[src/rtl/idex_stage_reg_if.sv]
// ---------------------------------------------------------------------------
// Module : idex_stage_reg_if
// Brief  : ID-side inputs and EX-side outputs of the ID/EX pipeline register.
// Rev    : 1.0
// ---------------------------------------------------------------------------
`default_nettype none

interface idex_stage_reg_if #(
    parameter int DATA_W = 32,
    parameter int ADDR_W = 32,
    parameter int REG_AW = 5,
    parameter int CTRL_W = 9,
    parameter int CNT_W  = 16
) ();
    logic              stall_i;
    logic              flush_i;
    logic [CTRL_W-1:0] ctrl_i;
    logic [ADDR_W-1:0] addr_i;
    logic [DATA_W-1:0] RSdata_i;
    logic [DATA_W-1:0] RTdata_i;
    logic [DATA_W-1:0] Sign_Extend_i;
    logic [REG_AW-1:0] RSaddr_i;
    logic [REG_AW-1:0] RTaddr_i;
    logic [REG_AW-1:0] RDaddr_i;

    logic [CTRL_W-1:0] ctrl_o;
    logic [ADDR_W-1:0] addr_o;
    logic [DATA_W-1:0] RSdata_o;
    logic [DATA_W-1:0] RTdata_o;
    logic [DATA_W-1:0] Sign_Extend_o;
    logic [REG_AW-1:0] RSaddr_o;
    logic [REG_AW-1:0] RTaddr_o;
    logic [REG_AW-1:0] RDaddr_o;
    logic              valid_o;
    logic              hazard_o;
    logic [CNT_W-1:0]  stall_cnt_o;
    logic [CNT_W-1:0]  bubble_cnt_o;

    modport slave (
        input  stall_i, flush_i, ctrl_i, addr_i, RSdata_i, RTdata_i,
               Sign_Extend_i, RSaddr_i, RTaddr_i, RDaddr_i,
        output ctrl_o, addr_o, RSdata_o, RTdata_o, Sign_Extend_o,
               RSaddr_o, RTaddr_o, RDaddr_o, valid_o, hazard_o,
               stall_cnt_o, bubble_cnt_o
    );

    modport master (
        output stall_i, flush_i, ctrl_i, addr_i, RSdata_i, RTdata_i,
               Sign_Extend_i, RSaddr_i, RTaddr_i, RDaddr_i,
        input  ctrl_o, addr_o, RSdata_o, RTdata_o, Sign_Extend_o,
               RSaddr_o, RTaddr_o, RDaddr_o, valid_o, hazard_o,
               stall_cnt_o, bubble_cnt_o
    );
endinterface

`default_nettype wire

[src/rtl/idex_stage_reg.sv]
// ---------------------------------------------------------------------------
// Module : idex_stage_reg
// Brief  : ID/EX pipeline register with stall, flush, load-use bubble and
//          saturating stall/bubble counters.
// Rev    : 1.0
// ---------------------------------------------------------------------------
`default_nettype none

module idex_stage_reg #(
    parameter int DATA_W    = 32,
    parameter int ADDR_W    = 32,
    parameter int REG_AW    = 5,
    parameter int CTRL_W    = 9,
    parameter int CNT_W     = 16,
    parameter bit HAZARD_EN = 1'b1
) (
    input  wire logic          clk_i,
    input  wire logic          start_i,
    idex_stage_reg_if.slave    bus
);
    localparam logic [1:0]       C_ACT_LOAD   = 2'd0;
    localparam logic [1:0]       C_ACT_HOLD   = 2'd1;
    localparam logic [1:0]       C_ACT_BUBBLE = 2'd2;
    localparam logic [CNT_W-1:0] C_CNT_MAX    = '1;

    logic [CTRL_W-1:0] r_ctrl;
    logic [ADDR_W-1:0] r_addr;
    logic [DATA_W-1:0] r_rs_data;
    logic [DATA_W-1:0] r_rt_data;
    logic [DATA_W-1:0] r_sign_ext;
    logic [REG_AW-1:0] r_rs_addr;
    logic [REG_AW-1:0] r_rt_addr;
    logic [REG_AW-1:0] r_rd_addr;
    logic              r_valid;
    logic [CNT_W-1:0]  r_stall_cnt;
    logic [CNT_W-1:0]  r_bubble_cnt;

    logic              w_hazard;
    logic [1:0]        w_act;

    // Load-use: a valid load in EX whose destination is a source of the ID instruction.
    generate
        if (HAZARD_EN) begin : g_hazard
            assign w_hazard = r_valid && r_ctrl[5] && (r_rt_addr != '0) &&
                              ((r_rt_addr == bus.RSaddr_i) || (r_rt_addr == bus.RTaddr_i));
        end else begin : g_no_hazard
            assign w_hazard = 1'b0;
        end
    endgenerate

    always_comb begin
        w_act = C_ACT_LOAD;
        if (bus.flush_i)
            w_act = C_ACT_BUBBLE;
        else if (bus.stall_i)
            w_act = C_ACT_HOLD;
        else if (w_hazard)
            w_act = C_ACT_BUBBLE;
    end

    always_ff @(posedge clk_i or negedge start_i) begin
        if (!start_i) begin
            r_ctrl       <= '0;
            r_addr       <= '0;
            r_rs_data    <= '0;
            r_rt_data    <= '0;
            r_sign_ext   <= '0;
            r_rs_addr    <= '0;
            r_rt_addr    <= '0;
            r_rd_addr    <= '0;
            r_valid      <= 1'b0;
            r_stall_cnt  <= '0;
            r_bubble_cnt <= '0;
        end else begin
            // Bubbles still capture the datapath fields; zero control makes them inert.
            if (w_act != C_ACT_HOLD) begin
                r_addr     <= bus.addr_i;
                r_rs_data  <= bus.RSdata_i;
                r_rt_data  <= bus.RTdata_i;
                r_sign_ext <= bus.Sign_Extend_i;
                r_rs_addr  <= bus.RSaddr_i;
                r_rt_addr  <= bus.RTaddr_i;
                r_rd_addr  <= bus.RDaddr_i;
            end
            case (w_act)
                C_ACT_BUBBLE: begin
                    r_ctrl  <= '0;
                    r_valid <= 1'b0;
                    if (r_bubble_cnt != C_CNT_MAX)
                        r_bubble_cnt <= r_bubble_cnt + 1'b1;
                end
                C_ACT_HOLD: begin
                    if (r_stall_cnt != C_CNT_MAX)
                        r_stall_cnt <= r_stall_cnt + 1'b1;
                end
                default: begin
                    r_ctrl  <= bus.ctrl_i;
                    r_valid <= 1'b1;
                end
            endcase
        end
    end

    assign bus.ctrl_o        = r_ctrl;
    assign bus.addr_o        = r_addr;
    assign bus.RSdata_o      = r_rs_data;
    assign bus.RTdata_o      = r_rt_data;
    assign bus.Sign_Extend_o = r_sign_ext;
    assign bus.RSaddr_o      = r_rs_addr;
    assign bus.RTaddr_o      = r_rt_addr;
    assign bus.RDaddr_o      = r_rd_addr;
    assign bus.valid_o       = r_valid;
    assign bus.hazard_o      = w_hazard;
    assign bus.stall_cnt_o   = r_stall_cnt;
    assign bus.bubble_cnt_o  = r_bubble_cnt;

endmodule

`default_nettype wire

[src/flat_wrapper.sv]
// flat-port wrapper written by rule: the top's interface ports become plain ports
module idex_stage_reg_flat 
#(
    parameter int DATA_W    = 32,
    parameter int ADDR_W    = 32,
    parameter int REG_AW    = 5,
    parameter int CTRL_W    = 9,
    parameter int CNT_W     = 16,
    parameter bit HAZARD_EN = 1'b1
)
  (clk_i, start_i, bus_stall_i, bus_flush_i, bus_ctrl_i, bus_addr_i, bus_RSdata_i, bus_RTdata_i, bus_Sign_Extend_i, bus_RSaddr_i, bus_RTaddr_i, bus_RDaddr_i, bus_ctrl_o, bus_addr_o, bus_RSdata_o, bus_RTdata_o, bus_Sign_Extend_o, bus_RSaddr_o, bus_RTaddr_o, bus_RDaddr_o, bus_valid_o, bus_hazard_o, bus_stall_cnt_o, bus_bubble_cnt_o);
  idex_stage_reg_if #(.DATA_W(DATA_W), .ADDR_W(ADDR_W), .REG_AW(REG_AW), .CTRL_W(CTRL_W), .CNT_W(CNT_W)) bus_i ();
  input  wire logic clk_i;
  input  wire logic start_i;
  input wire logic [$bits(bus_i.stall_i)-1:0] bus_stall_i;
  input wire logic [$bits(bus_i.flush_i)-1:0] bus_flush_i;
  input wire logic [$bits(bus_i.ctrl_i)-1:0] bus_ctrl_i;
  input wire logic [$bits(bus_i.addr_i)-1:0] bus_addr_i;
  input wire logic [$bits(bus_i.RSdata_i)-1:0] bus_RSdata_i;
  input wire logic [$bits(bus_i.RTdata_i)-1:0] bus_RTdata_i;
  input wire logic [$bits(bus_i.Sign_Extend_i)-1:0] bus_Sign_Extend_i;
  input wire logic [$bits(bus_i.RSaddr_i)-1:0] bus_RSaddr_i;
  input wire logic [$bits(bus_i.RTaddr_i)-1:0] bus_RTaddr_i;
  input wire logic [$bits(bus_i.RDaddr_i)-1:0] bus_RDaddr_i;
  output wire logic [$bits(bus_i.ctrl_o)-1:0] bus_ctrl_o;
  output wire logic [$bits(bus_i.addr_o)-1:0] bus_addr_o;
  output wire logic [$bits(bus_i.RSdata_o)-1:0] bus_RSdata_o;
  output wire logic [$bits(bus_i.RTdata_o)-1:0] bus_RTdata_o;
  output wire logic [$bits(bus_i.Sign_Extend_o)-1:0] bus_Sign_Extend_o;
  output wire logic [$bits(bus_i.RSaddr_o)-1:0] bus_RSaddr_o;
  output wire logic [$bits(bus_i.RTaddr_o)-1:0] bus_RTaddr_o;
  output wire logic [$bits(bus_i.RDaddr_o)-1:0] bus_RDaddr_o;
  output wire logic [$bits(bus_i.valid_o)-1:0] bus_valid_o;
  output wire logic [$bits(bus_i.hazard_o)-1:0] bus_hazard_o;
  output wire logic [$bits(bus_i.stall_cnt_o)-1:0] bus_stall_cnt_o;
  output wire logic [$bits(bus_i.bubble_cnt_o)-1:0] bus_bubble_cnt_o;
  assign bus_i.stall_i = bus_stall_i;
  assign bus_i.flush_i = bus_flush_i;
  assign bus_i.ctrl_i = bus_ctrl_i;
  assign bus_i.addr_i = bus_addr_i;
  assign bus_i.RSdata_i = bus_RSdata_i;
  assign bus_i.RTdata_i = bus_RTdata_i;
  assign bus_i.Sign_Extend_i = bus_Sign_Extend_i;
  assign bus_i.RSaddr_i = bus_RSaddr_i;
  assign bus_i.RTaddr_i = bus_RTaddr_i;
  assign bus_i.RDaddr_i = bus_RDaddr_i;
  assign bus_ctrl_o = bus_i.ctrl_o;
  assign bus_addr_o = bus_i.addr_o;
  assign bus_RSdata_o = bus_i.RSdata_o;
  assign bus_RTdata_o = bus_i.RTdata_o;
  assign bus_Sign_Extend_o = bus_i.Sign_Extend_o;
  assign bus_RSaddr_o = bus_i.RSaddr_o;
  assign bus_RTaddr_o = bus_i.RTaddr_o;
  assign bus_RDaddr_o = bus_i.RDaddr_o;
  assign bus_valid_o = bus_i.valid_o;
  assign bus_hazard_o = bus_i.hazard_o;
  assign bus_stall_cnt_o = bus_i.stall_cnt_o;
  assign bus_bubble_cnt_o = bus_i.bubble_cnt_o;
  idex_stage_reg #(.DATA_W(DATA_W), .ADDR_W(ADDR_W), .REG_AW(REG_AW), .CTRL_W(CTRL_W), .CNT_W(CNT_W), .HAZARD_EN(HAZARD_EN)) u_core (.clk_i(clk_i), .start_i(start_i), .bus(bus_i));
endmodule
[config.mk]
export PLATFORM = sky130hd
export DESIGN_NAME = idex_stage_reg_flat
export DESIGN_NICKNAME = d
export VERILOG_FILES = /design/src/rtl/idex_stage_reg_if.sv /design/src/rtl/idex_stage_reg.sv /design/src/flat_wrapper.sv
export SDC_FILE = /design/constraint.sdc
export NUM_CORES = 1
export LEC_CHECK = 0
export BUFFER_PORTS_ARGS = -buffer_cell sky130_fd_sc_hd__buf_4
export CAP_MARGIN = 20
export CORE_ASPECT_RATIO = 1.75
export CORE_MARGIN = 3
export CORE_UTILIZATION = 42
export CTS_BUF_LIST = sky130_fd_sc_hd__clkbuf_16
export CTS_CLUSTER_SIZE = 25
export DETAILED_ROUTE_END_ITERATION = 8
export PLACE_DENSITY = 0.72
export SLEW_MARGIN = 20
export SYNTH_ARGS = -nofsm -noshare
export SYNTH_HDL_FRONTEND = slang
export SYNTH_SLANG_ARGS = --single-unit
[constraint.sdc]
create_clock -name clk_i -period 2 [get_ports clk_i]
set_clock_uncertainty 0.1 [all_clocks]
set_input_delay 0.2 -clock clk_i [delete_from_list [all_inputs] [get_ports clk_i]]
set_output_delay 0.2 -clock clk_i [all_outputs]
set_load 0.01 [all_outputs]
### Yosys cells after proc, flatten, opt, wreduce, memory -nomap -nowiden

Cells that the tools add are included.

| word-level totals | value |
|---|---|
| register bits after elaboration | 185 |
| output and inout port bits | 186 |
| logic and storage cells | 32 |
| bits of input ports | 156 |

| operators by class | value |
|---|---|
| add/sub/neg operators | 2 |
| reductions and logical operators | 7 |
| equal/unequal tests | 7 |
| multiplexer cells | 5 |

Operators with widths:

| cell | number |
|---|---|
| adder 16 x 1 -> 16 bit, second input constant | 2 |
| inequality test 16 bit, second input constant | 2 |
| one-hot mux 9 bit (2 select lines) | 1 |
| equality test 5 bit | 2 |
| two-way mux 2 bit | 3 |
| nonzero test 5 bit | 1 |
| AND reduction 2 bit | 2 |
| logical AND 1 bit | 3 |
| equality test 2 x 1 -> 1 bit, second input constant | 1 |
| equality test 2 bit, second input constant | 1 |
| inequality test 2 x 1 -> 1 bit, second input constant | 1 |
| one-hot mux 1 bit (2 select lines) | 1 |
| logical OR 1 bit | 1 |

### Logic depth before layout (Yosys ltp)

| logic depth | value |
|---|---|
| depth after elaboration | 8 |
| mapped depth | 9 |
| gate-level depth less buffers | 7 |

### Least setup slack after synthesis

OpenSTA, ideal clock, no wires.

| timing | value |
|---|---|
| path type | register to register |
| start | reg u_core.r_bubble_cnt[0] (netlist: u_core.bus.bubble_cnt_o[0]) |
| end | reg u_core.r_bubble_cnt[1] (netlist: u_core.bus.bubble_cnt_o[1]) |
| stages on the path, launching flop included | 9 |
| period minus slack after synthesis | 2.032 ns |
| path buffers | 1 |
| data arrival time | 1.805 ns |
| path slack | -0.032 ns |
| required time | 1.772 ns |
| library setup time | 0.128 ns |
| cell sequence | dfrtp_1 -> ha_1 -> nand3_1 -> nor2_1 -> and2_1 -> and3_1 -> buf_6 -> nor2_1 -> mux2_1 |

| on the way | value |
|---|---|
| cells in the longest elaborated chain, start to end | 2 |
| elaborated cells on any way between the ends | 3 |
| classes of those cells | 1 x add/sub; 1 x eq/ne; 1 x reduce/logical |

RTL lines:

| what | line | RTL |
|---|---|---|
| from (decl) | idex_stage_reg.sv:36 | `logic [CNT_W-1:0] r_bubble_cnt;` |
| from (signal assigned) | idex_stage_reg.sv:90 | `r_bubble_cnt <= r_bubble_cnt + 1'b1;` |
| parallel branches: the longest is 2 deep, another holds adder 16 x 1 -> 16 bit | n/a |  |

Parallel ways; which one is timed is not known.
A chain may end at the register's enable or synchronous reset.

### Worst setup path in the final report

| timing | value |
|---|---|
| start | reg u_core.r_rt_addr[0] (netlist: u_core.bus.RTaddr_o[0]) |
| end | out bus_hazard_o |

| on the way | value |
|---|---|
| cells in the longest elaborated chain, start to end | 3 |
| elaborated cells on any way between the ends | 6 |
| classes of those cells | 2 x eq/ne; 4 x reduce/logical |

RTL lines:

| what | line | RTL |
|---|---|---|
| from (decl) | idex_stage_reg.sv:32 | `logic [REG_AW-1:0] r_rt_addr;` |
| from (signal assigned) | idex_stage_reg.sv:82 | `r_rt_addr <= bus.RTaddr_i;` |
| equality test 5 bit / nonzero test 5 bit (equally long branches) | idex_stage_reg.sv:45, idex_stage_reg.sv:44 |  |
| logical OR 1 bit / logical AND 1 bit (equally long branches) | idex_stage_reg.sv:45, idex_stage_reg.sv:44 |  |
| logical AND 1 bit (*) | idex_stage_reg.sv:44 | `assign w_hazard = r_valid && r_ctrl[5] && (r_rt_addr != '0) &&` |
| to (decl) | flat_wrapper.sv:34 | `output wire logic [$bits(bus_i.hazard_o)-1:0] bus_hazard_o;` |

Mark *: on every way between the ends. The rest lies on a longest branch, timed or not.

==> run_summary.xml <==
<?xml version="1.0" encoding="UTF-8"?>
<metrics>
  <group name="cells_and_area">
    <metric name="layout.area.seq" unit="µm²">4630</metric>
    <metric name="multiInputGateArea" unit="µm²">2770</metric>
    <metric name="antenna_cells_inserted" unit="">0</metric>
    <metric name="syn_to_final_growth" unit="%">74.6</metric>
    <metric name="fill_cell_total_of_the_finished_layout" unit="">1026</metric>
    <metric name="drive_above_1_share" unit="">0.344</metric>
    <metric name="stdcell_area" unit="µm²">12900</metric>
    <metric name="fin_util" unit="">0.755</metric>
    <metric name="finalNetCount" unit="">1467</metric>
  </group>
  <group name="synthesis">
    <metric name="commonest_cells_in_the_synthesized_netlist" unit="">436 x sky130_fd_sc_hd__nand2_1, 185 x sky130_fd_sc_hd__dfrtp_1, 31 x sky130_fd_sc_hd__clkbuf_1, 29 x sky130_fd_sc_hd__xor2_1, 16 x sky130_fd_sc_hd__nand3_1</metric>
    <metric name="portion_of_the_post_synthesis_area_used_by_sequential_elements" unit="">0.626</metric>
    <metric name="synthDominantCellAreaShare" unit="">0.626</metric>
    <metric name="synth-main-ff-cell" unit="">sky130_fd_sc_hd__dfrtp_1</metric>
    <metric name="yosysWarnings" unit="">0</metric>
    <metric name="synthesis.area" unit="µm²">7400</metric>
    <metric name="ys_seq_elements" unit="">185</metric>
    <metric name="nets_in_the_synthesized_netlist" unit="">936</metric>
    <metric name="synth_edf_count" unit="">0</metric>
    <metric name="cell_count_after_synthesis" unit="">778</metric>
    <metric name="synth-async-reset-ratio" unit="">1.00</metric>
    <metric name="syn_avg_cell_area" unit="µm²">9.51</metric>
    <metric name="leading_cell_type_by_number_of_instances_after_synthesis" unit="">sky130_fd_sc_hd__nand2_1</metric>
    <metric name="synth_top_cell_by_area" unit="">sky130_fd_sc_hd__dfrtp_1</metric>
    <metric name="yosys.cell_types.count" unit="">32</metric>
    <metric name="synth.top_cells.by_area" unit="">sky130_fd_sc_hd__dfrtp_1 63%, sky130_fd_sc_hd__nand2_1 22%, sky130_fd_sc_hd__xor2_1 3.4%</metric>
  </group>
  <group name="clock_network">
    <metric name="clock_path_buffers" unit="">2</metric>
    <metric name="cts_tree" unit="">yes</metric>
    <metric name="htreeDepth" unit="">4</metric>
    <metric name="clock_insertion_delay_worst_skew" unit="ns">0.42</metric>
    <metric name="clock-sinks" unit="">185</metric>
    <metric name="cts_root_buf" unit="">sky130_fd_sc_hd__clkbuf_16</metric>
    <metric name="numCtsBuffers" unit="">17</metric>
    <metric name="cts.clk_slew.worst_paths" unit="ns">0.07</metric>
  </group>
  <group name="setup_path">
    <metric name="worstPathMaxFanout" unit="">4</metric>
    <metric name="cp_num_buf_inv" unit="">3</metric>
    <metric name="worstPathRequired" unit="ns">1.70</metric>
    <metric name="timing.critical_path.mode_cell" unit="">sky130_fd_sc_hd__buf_4</metric>
    <metric name="timing.reg2reg.setup_slack" unit="ns">-0.13</metric>
    <metric name="setup.worst_path.start_class" unit="">flop</metric>
    <metric name="worst_path_arrival" unit="ns">1.89</metric>
    <metric name="timing.setup.critical_path_class" unit="">flop to primary output</metric>
    <metric name="critical_path.max_stage_delay" unit="ns">0.41</metric>
    <metric name="worstSetupEndpointType" unit="">primary output</metric>
    <metric name="critical-path-top-delay-family" unit="">buffers and inverters</metric>
    <metric name="crit_slowest_cell" unit="">sky130_fd_sc_hd__dfrtp_2</metric>
    <metric name="critical_path.cell_chain" unit="">buf_4, xor2_1, nor3_2, a22oi_2, buf_4, nor2_4, buf_6</metric>
  </group>
  <group name="timing">
    <metric name="final_critical_path_required_period" unit="ns">2.19</metric>
    <metric name="max_slew_margin" unit="">0.631</metric>
    <metric name="rsz0062_at_grt" unit="">yes</metric>
    <metric name="fmaxAchievable" unit="GHz">0.457</metric>
    <metric name="timing_hold_violations_final" unit="">0</metric>
    <metric name="fin_crit_sh" unit="">1.09</metric>
    <metric name="worst_slack" unit="ns">-0.188</metric>
    <metric name="setup_viol_count_final" unit="">24</metric>
    <metric name="slew_at_the_pin_with_the_worst_max_slew_slack" unit="ns">0.553</metric>
    <metric name="report.final.slew_viol_count" unit="">0</metric>
  </group>
  <group name="place">
    <metric name="detailed_place_hpwl" unit="µm">16400</metric>
    <metric name="gp_routability_congestion" unit="">0.825</metric>
    <metric name="detailed_place.area" unit="µm²">10500</metric>
    <metric name="io_buffer_count" unit="">341</metric>
    <metric name="dp_worst_setup_slack" unit="ns">-0.139</metric>
  </group>
  <group name="detailed_routing">
    <metric name="drt-pass1-iter-count" unit="">5</metric>
    <metric name="finalWirelength" unit="µm">26100</metric>
    <metric name="first_iter_violations" unit="">330</metric>
    <metric name="route.detailed.wl_per_inst" unit="µm">16.9</metric>
    <metric name="final_antenna_net_count" unit="">0</metric>
    <metric name="overall_via_count_from_detail_route" unit="">7517</metric>
    <metric name="route.detailed.vias_per_inst" unit="">4.86</metric>
    <metric name="route.detailed.drc" unit="">0</metric>
  </group>
  <group name="global_route">
    <metric name="grt_pass1_vias" unit="">8106</metric>
    <metric name="largest_net_degree_at_the_start_of_global_routing" unit="">117</metric>
    <metric name="grt_overflow" unit="">0</metric>
    <metric name="grt_first_pass_wirelength" unit="µm">41400</metric>
    <metric name="groute.usage.overall" unit="">0.273</metric>
    <metric name="antenna_found_initial" unit="">0</metric>
  </group>
  <group name="die">
    <metric name="number_of_cell_rows" unit="">63</metric>
    <metric name="die_area" unit="µm²">19300</metric>
    <metric name="die-width" unit="µm">106</metric>
    <metric name="core-area" unit="µm²">17100</metric>
    <metric name="floorplan.initialDensity" unit="">0.433</metric>
    <metric name="ios" unit="">342</metric>
    <metric name="die_y" unit="µm">182</metric>
  </group>
  <group name="status">
    <metric name="status" unit="">complete, but fails checks</metric>
    <metric name="violations" unit="">setup timing</metric>
  </group>
  <group name="flow_run">
    <metric name="maxCapViolations" unit="">0</metric>
  </group>
  <group name="power_and_ir_drop">
    <metric name="pwr_density_cell" unit="nW/µm²">826</metric>
    <metric name="totalPowerFinal" unit="mW">10.7</metric>
    <metric name="p_leak" unit="nW">6.81</metric>
    <metric name="irDropWorstVdd" unit="mV">0.487</metric>
  </group>
  <group name="hold_path">
    <metric name="worst_hold_path_type" unit="">input port to flop</metric>
  </group>
</metrics>
per-layer routing:
layer | vias up | wire length, µm | track usage
li1 | 3486 | - | -
met1 | 3601 | 8740 | 0.279
met2 | 334 | 13900 | 0.491
met3 | 96 | 1840 | 0.0765
met4 | 0 | 1560 | 0.155
met5 | - | 0 | 0
worst min-delay path: cells and delay by family:
| family | cells | cell delay [ns] |
|---|---|---|
| compound gates | 1 | 0.13 |
| buf+inv | 2 | 0.27 |
power by group:
group | leakage [nW] | switching, mW | internal, mW
clock | 0.314 | 1.47 | 2.22
sequential | 2.24 | 0.299 | 4.15
combinational | 4.25 | 1.18 | 1.35
final cells by class:
cell class,count,area share
clock inverters,14,0.0169
flip-flops and latches,185,0.358
well taps,227,0.0220
repair buffers,545,0.354
clock buffers,17,0.0329
inverters,6,0.00174
multi-input cells,554,0.214
worst paths after layout:
check | to | depth (start not counted) | start
worst max register to register | u_core.bus.bubble_cnt_o[1]$_DFFE_PN0P_ | 7 | u_core.bus.RTaddr_o[0]$_DFFE_PN0N_
worst max-delay path | bus_hazard_o | 7 | u_core.bus.RTaddr_o[0]$_DFFE_PN0N_
max in group asynchronous | u_core.bus.addr_o[28]$_DFFE_PN0N_ | 3 | start_i
min in group asynchronous | u_core.bus.RSdata_o[17]$_DFFE_PN0N_ | 2 | start_i
worst min register to register | u_core.bus.RSdata_o[19]$_DFFE_PN0N_ | 2 | u_core.bus.RSdata_o[19]$_DFFE_PN0N_
worst min-delay path | u_core.bus.valid_o$_DFFE_PN0N_ | 3 | bus_stall_i
cell families after synthesis:
family                   share of synthesized area
adder cells (fa/ha/maj)                    0.00338
buffers and inverters                       0.0233
flip-flops                                   0.626
AND/OR/NAND/NOR                              0.275
AO/OA/AOI/OAI                               0.0222
XOR/XNOR                                    0.0473
multiplexers                               0.00304
through the flow:
stage	TNS (ns)	std cells	hold WS, ns
6_report	-1.44	1548	0.110
3_5_place_dp	-1.05	1355	0.107
2_1_floorplan	-0.000662	778	-0.196
5_1_grt	-4.45	1548	0.106
4_1_cts	-1.64	1544	0.0751
3_3_place_gp	-0.351	1355	0.108
repair_timing:
action | CTS | global route
hold buffers | 153 | 0
pin swaps | 17 | 17
buffers inserted | 4 | 4
endpoints found under the setup margin | 21 | 32
gates resized for setup | 20 | 10
cloned | 1 | 0
hold endpoints to repair | 198 | 0
layout by cell type (no fill, tap or decap), types with 7 or more instances in the layout:
cell type,n
sky130_fd_sc_hd__a22o_1,9
sky130_fd_sc_hd__and3_1,7
sky130_fd_sc_hd__buf_4,378
sky130_fd_sc_hd__buf_6,9
sky130_fd_sc_hd__clkbuf_16,17
sky130_fd_sc_hd__dfrtp_1,184
sky130_fd_sc_hd__dlygate4sd3_1,153
sky130_fd_sc_hd__inv_1,7
sky130_fd_sc_hd__nand2_1,435
sky130_fd_sc_hd__nand3_1,15
sky130_fd_sc_hd__nor2_1,7
sky130_fd_sc_hd__nor3_4,8
sky130_fd_sc_hd__xnor2_1,11
sky130_fd_sc_hd__xor2_1,28
flip-flops by register name (all words and copies together), names as in the netlist, 5 cells and up:
name / count
u_core.bus.bubble_cnt_o: 16
u_core.bus.RDaddr_o: 5
u_core.bus.RSdata_o: 32
u_core.bus.stall_cnt_o: 16
u_core.bus.ctrl_o: 9
u_core.bus.RTdata_o: 32
u_core.bus.addr_o: 32
u_core.bus.RSaddr_o: 5
u_core.bus.RTaddr_o: 5
u_core.bus.Sign_Extend_o: 32
Note: power is estimated with default switching activity, not from simulation.
